### src/rtl/hazard_pkg.sv
// Shared types and constants for the pipeline hazard sequencer.
package hazard_pkg;

    typedef enum logic [1:0] {
        RUN      = 2'd0,
        LU_STALL = 2'd1,
        MEM_WAIT = 2'd2
    } hcu_state_t;

    localparam logic [4:0] REG_X0 = 5'd0;

    // Any nonzero MemRead encoding marks a load in EXE.
    function automatic logic is_load(input logic [3:0] mem_read);
        return mem_read != 4'd0;
    endfunction

endpackage

### src/rtl/hazard_control_unit_sat_counter.sv
// Saturating up-counter with synchronous clear; clear wins over increment.
module sat_counter #(
    parameter int W = 32
) (
    input  logic         clk,
    input  logic         clr,
    input  logic         inc,
    output logic [W-1:0] cnt
);

    always_ff @(posedge clk) begin
        if (clr) begin
            cnt <= '0;
        end else if (inc && (cnt != {W{1'b1}})) begin
            cnt <= cnt + W'(1);
        end
    end

endmodule

### src/rtl/hazard_control_unit.sv
// Pipeline sequencer: load-use stalls, EXE redirects and data-memory waits,
// with stall/flush counters and a sticky memory-timeout flag.
module hazard_control_unit
    import hazard_pkg::*;
#(
    parameter int LOAD_BUBBLES = 1,
    parameter int MEM_TIMEOUT  = 255,
    parameter int CNT_W        = 32
) (
    input  logic             clk,
    input  logic             reset_n,
    input  logic [3:0]       MemRead_ID_EXE,
    input  logic [4:0]       rd_EXE,
    input  logic [4:0]       rs1_ID,
    input  logic [4:0]       rs2_ID,
    input  logic             use_rs1_ID,
    input  logic             use_rs2_ID,
    input  logic             redirect_EXE,
    input  logic             dmem_busy,
    output logic             PC_Write,
    output logic             IF_ID_Write,
    output logic             IF_ID_flush,
    output logic             ID_EXE_REG_Write,
    output logic             ID_EXE_flush,
    output logic             EXE_MEM_Write,
    output logic             MEM_WB_flush,
    output logic [1:0]       state_dbg,
    output logic [CNT_W-1:0] stall_count,
    output logic [CNT_W-1:0] flush_count,
    output logic             mem_timeout
);

    localparam int              WAIT_W    = $clog2(MEM_TIMEOUT + 1);
    localparam logic [WAIT_W-1:0] WAIT_LAST = WAIT_W'(MEM_TIMEOUT - 1);
    localparam logic [1:0]      LB        = 2'(LOAD_BUBBLES);

    hcu_state_t        state, ret, eff_state;
    logic [1:0]        bubble_cnt;
    logic [WAIT_W-1:0] wait_cnt;
    logic              hz, ev_redirect, ev_stall;

    assign hz = is_load(MemRead_ID_EXE) && (rd_EXE != REG_X0) &&
                ((use_rs1_ID && (rs1_ID == rd_EXE)) || (use_rs2_ID && (rs2_ID == rd_EXE)));

    // Leaving MEM_WAIT, this cycle behaves as the state that was interrupted.
    assign eff_state   = (state == MEM_WAIT) ? ret : state;
    assign ev_redirect = !dmem_busy && redirect_EXE;
    assign ev_stall    = !dmem_busy && !redirect_EXE && (hz || (eff_state == LU_STALL));

    always_comb begin
        PC_Write         = 1'b1;
        IF_ID_Write      = 1'b1;
        IF_ID_flush      = 1'b0;
        ID_EXE_REG_Write = 1'b1;
        ID_EXE_flush     = 1'b0;
        EXE_MEM_Write    = 1'b1;
        MEM_WB_flush     = 1'b0;
        state_dbg        = state;
        if (reset_n) begin
            PC_Write         = 1'b0;
            IF_ID_Write      = 1'b0;
            IF_ID_flush      = 1'b1;
            ID_EXE_REG_Write = 1'b0;
            ID_EXE_flush     = 1'b1;
            EXE_MEM_Write    = 1'b0;
            MEM_WB_flush     = 1'b1;
            state_dbg        = RUN;
        end else if (dmem_busy) begin
            PC_Write         = 1'b0;
            IF_ID_Write      = 1'b0;
            ID_EXE_REG_Write = 1'b0;
            EXE_MEM_Write    = 1'b0;
            MEM_WB_flush     = 1'b1;
        end else if (ev_redirect) begin
            IF_ID_flush  = 1'b1;
            ID_EXE_flush = 1'b1;
        end else if (ev_stall) begin
            PC_Write     = 1'b0;
            IF_ID_Write  = 1'b0;
            ID_EXE_flush = 1'b1;
        end
    end

    always_ff @(posedge clk) begin
        if (reset_n) begin
            state       <= RUN;
            ret         <= RUN;
            bubble_cnt  <= 2'd0;
            mem_timeout <= 1'b0;
        end else if (dmem_busy) begin
            if (state != MEM_WAIT) begin
                ret   <= state;
                state <= MEM_WAIT;
            end
            if (wait_cnt >= WAIT_LAST) begin
                mem_timeout <= 1'b1;
            end
        end else if (redirect_EXE) begin
            state      <= RUN;
            bubble_cnt <= 2'd0;
        end else if (eff_state == LU_STALL) begin
            if ((bubble_cnt + 2'd1) >= LB) begin
                state      <= RUN;
                bubble_cnt <= 2'd0;
            end else begin
                state      <= LU_STALL;
                bubble_cnt <= bubble_cnt + 2'd1;
            end
        end else if (hz && (LOAD_BUBBLES >= 2)) begin
            state      <= LU_STALL;
            bubble_cnt <= 2'd1;
        end else begin
            state <= RUN;
        end
    end

    sat_counter #(.W(WAIT_W)) u_wait_cnt (
        .clk (clk),
        .clr (reset_n || !dmem_busy),
        .inc (dmem_busy),
        .cnt (wait_cnt)
    );

    sat_counter #(.W(CNT_W)) u_stall_cnt (
        .clk (clk),
        .clr (reset_n),
        .inc (!PC_Write),
        .cnt (stall_count)
    );

    sat_counter #(.W(CNT_W)) u_flush_cnt (
        .clk (clk),
        .clr (reset_n),
        .inc (ev_redirect),
        .cnt (flush_count)
    );

endmodule

### config.mk
export PLATFORM = sky130hd
export DESIGN_NAME = hazard_control_unit
export DESIGN_NICKNAME = d
export VERILOG_FILES = /design/src/rtl/hazard_pkg.sv /design/src/rtl/hazard_control_unit_sat_counter.sv /design/src/rtl/hazard_control_unit.sv
export SDC_FILE = /design/constraint.sdc
export NUM_CORES = 1
export LEC_CHECK = 0
export BUFFER_PORTS_ARGS = -buffer_cell sky130_fd_sc_hd__buf_4
export CORE_ASPECT_RATIO = 0.6
export CORE_UTILIZATION = 58
export CTS_CLUSTER_DIAMETER = 100
export DETAILED_ROUTE_END_ITERATION = 12
export PLACE_DENSITY_LB_ADDON = 0.15
export SKIP_CTS_REPAIR_TIMING = 1
export SLEW_MARGIN = 15
export SYNTH_ARGS = -nofsm -noshare
export SYNTH_HDL_FRONTEND = slang
export SYNTH_SLANG_ARGS = --single-unit
### constraint.sdc
create_clock -name clk -period 3.85 [get_ports clk]
set_input_delay 0.5775 -clock clk [delete_from_list [all_inputs] [get_ports clk]]
set_output_delay 0.5775 -clock clk [all_outputs]
set_load 0.005 [all_outputs]
==> metrics.log, run 1 <==
[metrics] clk slew on worst S/H paths: 60 ps
[metrics] initial antenna violation count: 0
[metrics] area enclosed by the die boundary: 0.00756 mm^2
[metrics] Post-Syn Area: 0.00418 mm^2
[metrics] Detail Placement HPWL: 7620 um
[metrics] cell type contributing the most total cell area after synthesis: dfxtp_1
[metrics] TritonCTS clock tree: built
[metrics] proportion of power drawn by flip-flops and latches: 0.446
[metrics] number of enable flip-flop cells after synthesis: 0
[metrics] setup_tns: 0 ps
[metrics] highest attainable clock frequency: 346 MHz
[metrics] overall track demand over capacity in global routing: 0.298
[metrics] layout-stage area growth over the synthesis result: 25.0%
[metrics] synthesized-area fraction occupied by and/or/nand/nor cells: 0.326
[metrics] post-route fraction of the period consumed by the critical path: 0.750
[metrics] Power Total: 1.87 mW
[metrics] vias in the first global route: 3,535
[metrics] placed standard-cell area: 0.00490 mm^2
[metrics] kind of critical path: input port to primary output
[metrics] worst-case vdd ir drop: 252 uV
[metrics] part of the total power dissipated in the clock network: 0.498
[metrics] clock buffers created by TritonCTS: 9
[metrics] CTS HTree Levels: 3
[metrics] combinational share of power: 0.056
[metrics] vias per inst: 6.14
[metrics] worst hold slack: 480 ps
[metrics] violated checks: design-rule violations
[metrics] max-capacitance violation count: 0
[metrics] layout cell share with drive strength beyond 1: 0.233
[metrics] total grt overflow: 0
[metrics] NumNets Final: 618
[metrics] adder and majority cell fraction of the synthesized area: 0.0150
[metrics] maximum buffer depth of the clock tree: 2
[metrics] Cells after Synth: 500
[metrics] core footprint: 0.00682 mm^2
[metrics] run status: finished with violations
[metrics] number of vias in the routed layout: 4,176
[metrics] share of the synthesized netlist area taken by xor and xnor gates: 0.0734
[metrics] setup repair after global routing missed its margin: no
[metrics] proportion of synthesized area in mux cells: 0.0192
[metrics] clock insertion delay at the later pin of the skew report: 340 ps
[metrics] post-synthesis compound-gate area fraction: 0.137
[metrics] drt pass-1 iters: 9
[metrics] worst slack, placed: 921 ps
[metrics] number of nets in the synthesized netlist: 530
[metrics] global-route wire length before repair: 17,600 um
[metrics] wire length per cell after detailed routing: 16.6 um
[metrics] flop and latch count out of synthesis: 79
[metrics] width of the die: 112 um
[metrics] required time of the critical path: 3270 ps
[metrics] number of violations reported at the end of detailed-routing iteration 0: 282
[metrics] Rel. slew slack: 0.464
[metrics] async set or reset register ratio after synthesis: 0
[metrics] register area share after synthesis: 0.378
[metrics] setup slack of the most critical reg-to-reg path: 1200 ps
[metrics] Setup crit start kind: input port
[metrics] RD Place Congestion: 0.830
[metrics] Final setup viols: 0
[metrics] Cell variety after synth: 52
[metrics] post-synthesis average cell area: 8.36 um^2
[metrics] leak pwr: 1.90 nW
[metrics] antenna diode instance count: 0
[metrics] Final WS setup: 962 ps
[metrics] Sink Count: 79
[metrics] Hold Crit Class: register to register
[metrics] Worst Tran Pin Value: 804 ps
[metrics] Max Clock Skew: 5.41 ps
[metrics] min cycle time layout: 2890 ps
[metrics] area share of the leading cell type in the synthesized netlist: 0.378
[metrics] total length of routed wires: 11,300 um
[metrics] ratio of total power to cell area: 357 mW/mm^2
[metrics] starting utilization of the core area: 0.613
[metrics] die height: 67.8 um
[metrics] CP endpoint kind: primary output
[metrics] DRT antenna net count: 0
[metrics] ys flop type: dfxtp_1
[metrics] buffers added on ports: 98
[metrics] switching share of total power: 0.209
[metrics] crit path max fanout: 9
[metrics] number of placement rows: 23
[metrics] largest cells by area after synthesis: dfxtp_1 (38%), xnor2_1 (5.7%), a21oi_1 (5.0%), nor2_1 (4.5%), nand4_1 (4.2%)
[metrics] combinational family with the most area after synthesis: simple AND/OR/NAND/NOR gates
[metrics] number of synthesis warnings: 0
[metrics] number of design rule violations left after detail routing: 11
[metrics] NetSw: 0.390 mW
[metrics] buffer cell driving the clock tree root: clkbuf_16
[metrics] Critical Path AT: 2310 ps
[metrics] pin count of the biggest net entering global routing: 80
[metrics] Final Cell Area: 0.00522 mm^2
[metrics] Final Max Slew Viols: 0
[metrics] hold violation count in the final report: 0
[metrics] I/O pin cnt: 99
[metrics] cell-internal power: 1.47 mW
[final timing paths]
path | startpoint | end | cells past startpoint
worst max-delay path | rd_EXE[1] | IF_ID_Write | 6
worst max register to register | u_flush_cnt.cnt[0] | u_flush_cnt.cnt[18] | 6
worst min register to register | mem_timeout | mem_timeout | 2
worst min-delay path | mem_timeout | mem_timeout | 2
[power groups by stage]
stage / Clock (mW) / Sequential (mW) / Combinational, mW
after floorplan: 0 / 0.848 / 0.0594
after global placement: 0 / 0.849 / 0.0997
after detailed placement: 0 / 0.849 / 0.103
after CTS: 0.934 / 0.832 / 0.104
after global routing: 0.970 / 0.832 / 0.114
final: 0.929 / 0.832 / 0.104
[kinds of logic after synthesis]
logic type | count (synthesis)
and+or+nand+nor | 242
AOI/OAI and AO/OA | 95
DFF | 79
buffers and inverters | 38
xor gates and xnor gates | 35
muxes | 6
adders and majority gates | 5
[Yosys cell counts (5+ instances only)]
cell type and n:
or2_2 5, xor2_1 8, or3_1 28, nor2b_1 10, and3_1 7, clkbuf_1 12
o21ai_0 20, inv_1 11, a21oi_1 42, ha_1 5, nand2_1 32, buf_6 7
nand4_1 28, and2_1 6, nand3_1 21, o21ai_1 8, or4_1 12, and4_1 9
o31ai_1 11, xnor2_1 27, dfxtp_1 79, nor2_1 50, nor3_1 13
[state kept, by name, summed over array words and instances, names as in the netlist]
| signal | flops |
|---|---|
| mem_timeout | 1 |
| state | 2 |
| u_flush_cnt.cnt | 32 |
| ret | 2 |
| u_stall_cnt.cnt | 32 |
| bubble_cnt | 2 |
| u_wait_cnt.cnt | 8 |
[placed cells by master (no fill, tap or decap), drive strengths merged, types with 3 or more instances in the layout]
master  synthesis  routed
buf            15     104
dfxtp          79      79
nor2           50      50
a21oi          42      42
nand2          32      32
nand4          28      28
or3            28      28
o21ai          28      28
xnor2          27      27
nand3          21      21
nor3           14      14
clkbuf         12      13
or4            12      12
o31ai          12      12
inv            11      11
nor2b          10      10
and4           10      10
xor2            8       8
nor4            8       8
and3            7       7
and2            6       6
or2             5       5
ha              5       5
nand2b          4       4
mux2            4       4
o41ai           3       3
[per-layer routing]
| metal | global-route usage | wire length (um) | part of all wire | vias to the layer above |
|---|---|---|---|---|
| met5 | 0 | 0 | 0 | - |
| met4 | 0.0980 | 153 | 0.014 | 0 |
| met3 | 0.0646 | 858 | 0.076 | 19 |
| met2 | 0.471 | 4980 | 0.44 | 178 |
| met1 | 0.410 | 5270 | 0.47 | 1982 |
| li1 | - | - | - | 1997 |
[critical path: stages]
cell and delay [ps]:
buf_4 120, or4_1 520, o21ai_1 250, nor2_1 130, a211oi_4 500, buf_4 200
[through the flow]
step	util	instances
2_1_floorplan	-	500
3_3_place_gp	0.718	664
3_5_place_dp	0.718	664
4_1_cts	0.766	680
5_1_grt	0.766	680
6_report	0.766	680
[final cells by class]
cell class,count,area [um^2]
clock inverters,3,65.1
repair buffers,104,781
fillers,505,1600
flip-flops and latches,79,1580
multi-input cells,383,2390
clock buffers,13,260
inverters,11,41.3
well taps,87,109
Power figures use the tool's default switching activity.
==> run 2: changes to the inputs <==
CORE_UTILIZATION = 49   (was 58)
clock period = 2.44 ns   (was 3.85 ns; I/O delays follow)
==> run 2 against run 1 <==
The flow now finishes without violations. Combinational power rose by 77%. Count of clock-buffer cells in the layout shrank 4. Die area increased by 18%. Cell area rose by 3.0%. Total power grew 52%. Global-route usage is 4.5 points lower. Clock power is 44% higher. Hold slack worse by 79 ps. Flip-flop and latch count unchanged. Via count shrank 1.5%. Critical path type unchanged. Largest power group unchanged.
==> metrics.log, run 2 (synthesis results as in run 1) <==
[metrics] Finished Core Util: 0.667 (was 0.766)
[metrics] antenna diode instance count: 0 (unchanged)
[metrics] Setup crit start kind: input port (unchanged)
[metrics] global-route wire length before repair: 17,700 um (was 17,600 um)
[metrics] setup slack of the most critical reg-to-reg path: 230 ps (was 1200 ps)
[metrics] hold violation count in the final report: 0 (unchanged)
[metrics] max-capacitance violation count: 0 (unchanged)
[metrics] startpoint of the tightest hold check path: dmem_busy (was mem_timeout)
[metrics] initial antenna violation count: 0 (unchanged)
[metrics] CP most frequent cell: buf_4 (unchanged)
[metrics] Crit-path slowest cell: or4_1 (unchanged)
[metrics] core footprint: 0.00807 mm^2 (was 0.00682 mm^2)
[metrics] highest attainable clock frequency: 428 MHz
[metrics] footprint of the multi-input gates: 0.00239 mm^2 (about the same)
[metrics] final standard cell count with taps included and fillers excluded: 715 (was 680)
[metrics] clk slew on worst S/H paths: 60 ps (about the same)
[metrics] clock buffers created by TritonCTS: 9 (unchanged)
[metrics] vias in the first global route: 3,603 (was 3,535)
[metrics] setup_tns: 0 ps (unchanged)
[metrics] leak pwr: 1.99 nW (was 1.90 nW)
[metrics] layout-stage area growth over the synthesis result: 28.7% (was 25.0%)
[metrics] R2R depth: 7 (was 6)
[metrics] worst-path cell chain: buf_4 > or4_1 > o21ai_1 > nor2_1 > a211oi_4 > buf_12 > buf_4 (was buf_4 > or4_1 > o21ai_1 > nor2_1 > a211oi_4 > buf_4)
[metrics] DRT antenna net count: 0 (unchanged)
[metrics] kind of critical path: input port to primary output (unchanged)
[metrics] overall track demand over capacity in global routing: 0.253 (was 0.298)
[metrics] RD Place Congestion: 0.812 (was 0.830)
[metrics] destination of the worst hold path: ret[0] (was mem_timeout)
[metrics] number of placement rows: 25 (was 23)
[metrics] starting utilization of the core area: 0.518 (was 0.613)
[metrics] most frequent cells in the layout: buf_4 (115), dfxtp_1 (79), nor2_1 (50), a21oi_1 (42), nand2_1 (32) (was buf_4 (104), dfxtp_1 (79), nor2_1 (50), a21oi_1 (42), nand2_1 (32))
[metrics] layout cell share with drive strength beyond 1: 0.254 (was 0.233)
[metrics] total length of routed wires: 11,100 um (was 11,300 um)
[metrics] setup repair after global routing missed its margin: no (unchanged)
[metrics] number of violations reported at the end of detailed-routing iteration 0: 333 (was 282)
[metrics] buffers added on ports: 98 (unchanged)
[metrics] Reg2Reg Launch Point: u_stall_cnt.cnt[1] (was u_flush_cnt.cnt[0])
[metrics] Detail Placement HPWL: 7660 um (was 7620 um)
[metrics] Rel. slew slack: 0.460 (was 0.464)
[metrics] maximum buffer depth of the clock tree: 2 (unchanged)
[metrics] Worst Tran Pin Value: 810 ps (was 804 ps)
[metrics] buffer cell driving the clock tree root: clkbuf_16 (unchanged)
[metrics] min cycle time layout: 2330 ps
[metrics] Sink Count: 79 (unchanged)
[metrics] number of fill cells in the layout: 669 (was 505)
[metrics] CP endpoint kind: primary output (unchanged)
[metrics] Cells on Worst Hold Path: 3 (was 2)
[metrics] clock insertion delay at the later pin of the skew report: 330 ps (was 340 ps)
[metrics] vias per inst: 5.75 (was 6.14)
[metrics] run status: finished, final reports clean (was finished with violations)
[metrics] width of the die: 121 um (was 112 um)
[metrics] NumNets Final: 632 (was 618)
[metrics] Final setup viols: 0 (unchanged)
[metrics] most frequent standard cell in the layout excluding fill and tap cells: buf_4 (unchanged)
[metrics] number of design rule violations left after detail routing: 0 (was 11)
[metrics] Max Clock Skew: 4.52 ps (was 5.41 ps)
[metrics] Final Max Slew Viols: 0 (unchanged)
[metrics] wire length per cell after detailed routing: 15.5 um (was 16.6 um)
[metrics] drt pass-1 iters: 5 (was 9)
[metrics] ratio of total power to cell area: 527 mW/mm^2 (was 357 mW/mm^2)
[metrics] crit path max fanout: 24 (was 9)
[metrics] sequential cell area in the final layout: 0.00158 mm^2 (unchanged)
[metrics] placed standard-cell area: 0.00504 mm^2 (was 0.00490 mm^2)
[metrics] max incr delay on CP: 510 ps (was 520 ps)
[metrics] post-route fraction of the period consumed by the critical path: 0.957
[metrics] Hold Crit Class: input port to register (was register to register)
[metrics] Top Registers: u_flush_cnt.cnt (32), u_stall_cnt.cnt (32), u_wait_cnt.cnt (8) (unchanged)
[metrics] required time of the critical path: 2070 ps (was 3270 ps)
[metrics] total grt overflow: 0 (unchanged)
[metrics] pin count of the biggest net entering global routing: 80 (unchanged)
[metrics] TritonCTS clock tree: built (unchanged)
[metrics] worst-case vdd ir drop: 311 uV (was 252 uV)
[metrics] Critical Path AT: 1970 ps (was 2310 ps)
[metrics] total placed cells including tap cells: 697 (was 664)
[metrics] Final Cell Area: 0.00538 mm^2 (was 0.00522 mm^2)
[metrics] area enclosed by the die boundary: 0.00891 mm^2 (was 0.00756 mm^2)
[metrics] CTS HTree Levels: 3 (unchanged)
[metrics] endpoint of the worst register-to-register path: u_stall_cnt.cnt[13] (was u_flush_cnt.cnt[18])
[metrics] I/O pin cnt: 99 (unchanged)
[metrics] number of vias in the routed layout: 4,113 (was 4,176)
[metrics] die height: 73.5 um (was 67.8 um)
[run 2: critical path, delay by kind of cell]
family	cells	cell delay, ps
AO/OA/AOI/OAI	2	500
AND/OR/NAND/NOR	2	610
buffers and inverters	3	470
[run 2: worst max-delay path by stage]
stage               slack [ps]                   to  startpoint  cells after the start
global placement           120          IF_ID_Write   rd_EXE[1]                      7
detailed placement          20  u_stall_cnt.cnt[19]   rd_EXE[1]                      9
finish                     110          IF_ID_Write   rd_EXE[1]                      7
global route                30             PC_Write   rd_EXE[1]                      7
CTS                         50             PC_Write   rd_EXE[1]                      7
floorplan                  230             PC_Write   rd_EXE[1]                      7
[run 2: where the power goes]
part	internal, mW	leakage, nW	switching [mW]
clock	0.794	0.145	0.550
sequential	1.30	0.637	0.00981
combinational	0.0889	1.21	0.0947
[run 2: area by class of cell]
class / count / area share
clock buffers: 9 / 0.0419
clock inverters: 7 / 0.0137
inverters: 11 / 0.00767
multi-input cells: 383 / 0.445
flip-flops and latches: 79 / 0.294
well taps: 108 / 0.0251
repair buffers: 118 / 0.173
[run 2: metal layers]
metal  wire length, um  up-vias  part of all wire  GRT usage
met1              5530     1935              0.50      0.360
li1                  -     2034                 -          -
met4               102        0            0.0092     0.0645
met5                 0        -                 0          0
met3               680       11             0.061     0.0621
met2              4780      133              0.43      0.384
[run 2: stage by stage]
step / setup slack, ps / hold WS (ps) / power, mW
2_1_floorplan: 235 / 463 / 1.43
3_5_place_dp: 23.9 / 468 / 1.51
4_1_cts: 46.1 / 387 / 2.86
3_3_place_gp: 120 / 457 / 1.50
6_report: 105 / 401 / 2.84
5_1_grt: 33.0 / 405 / 2.94
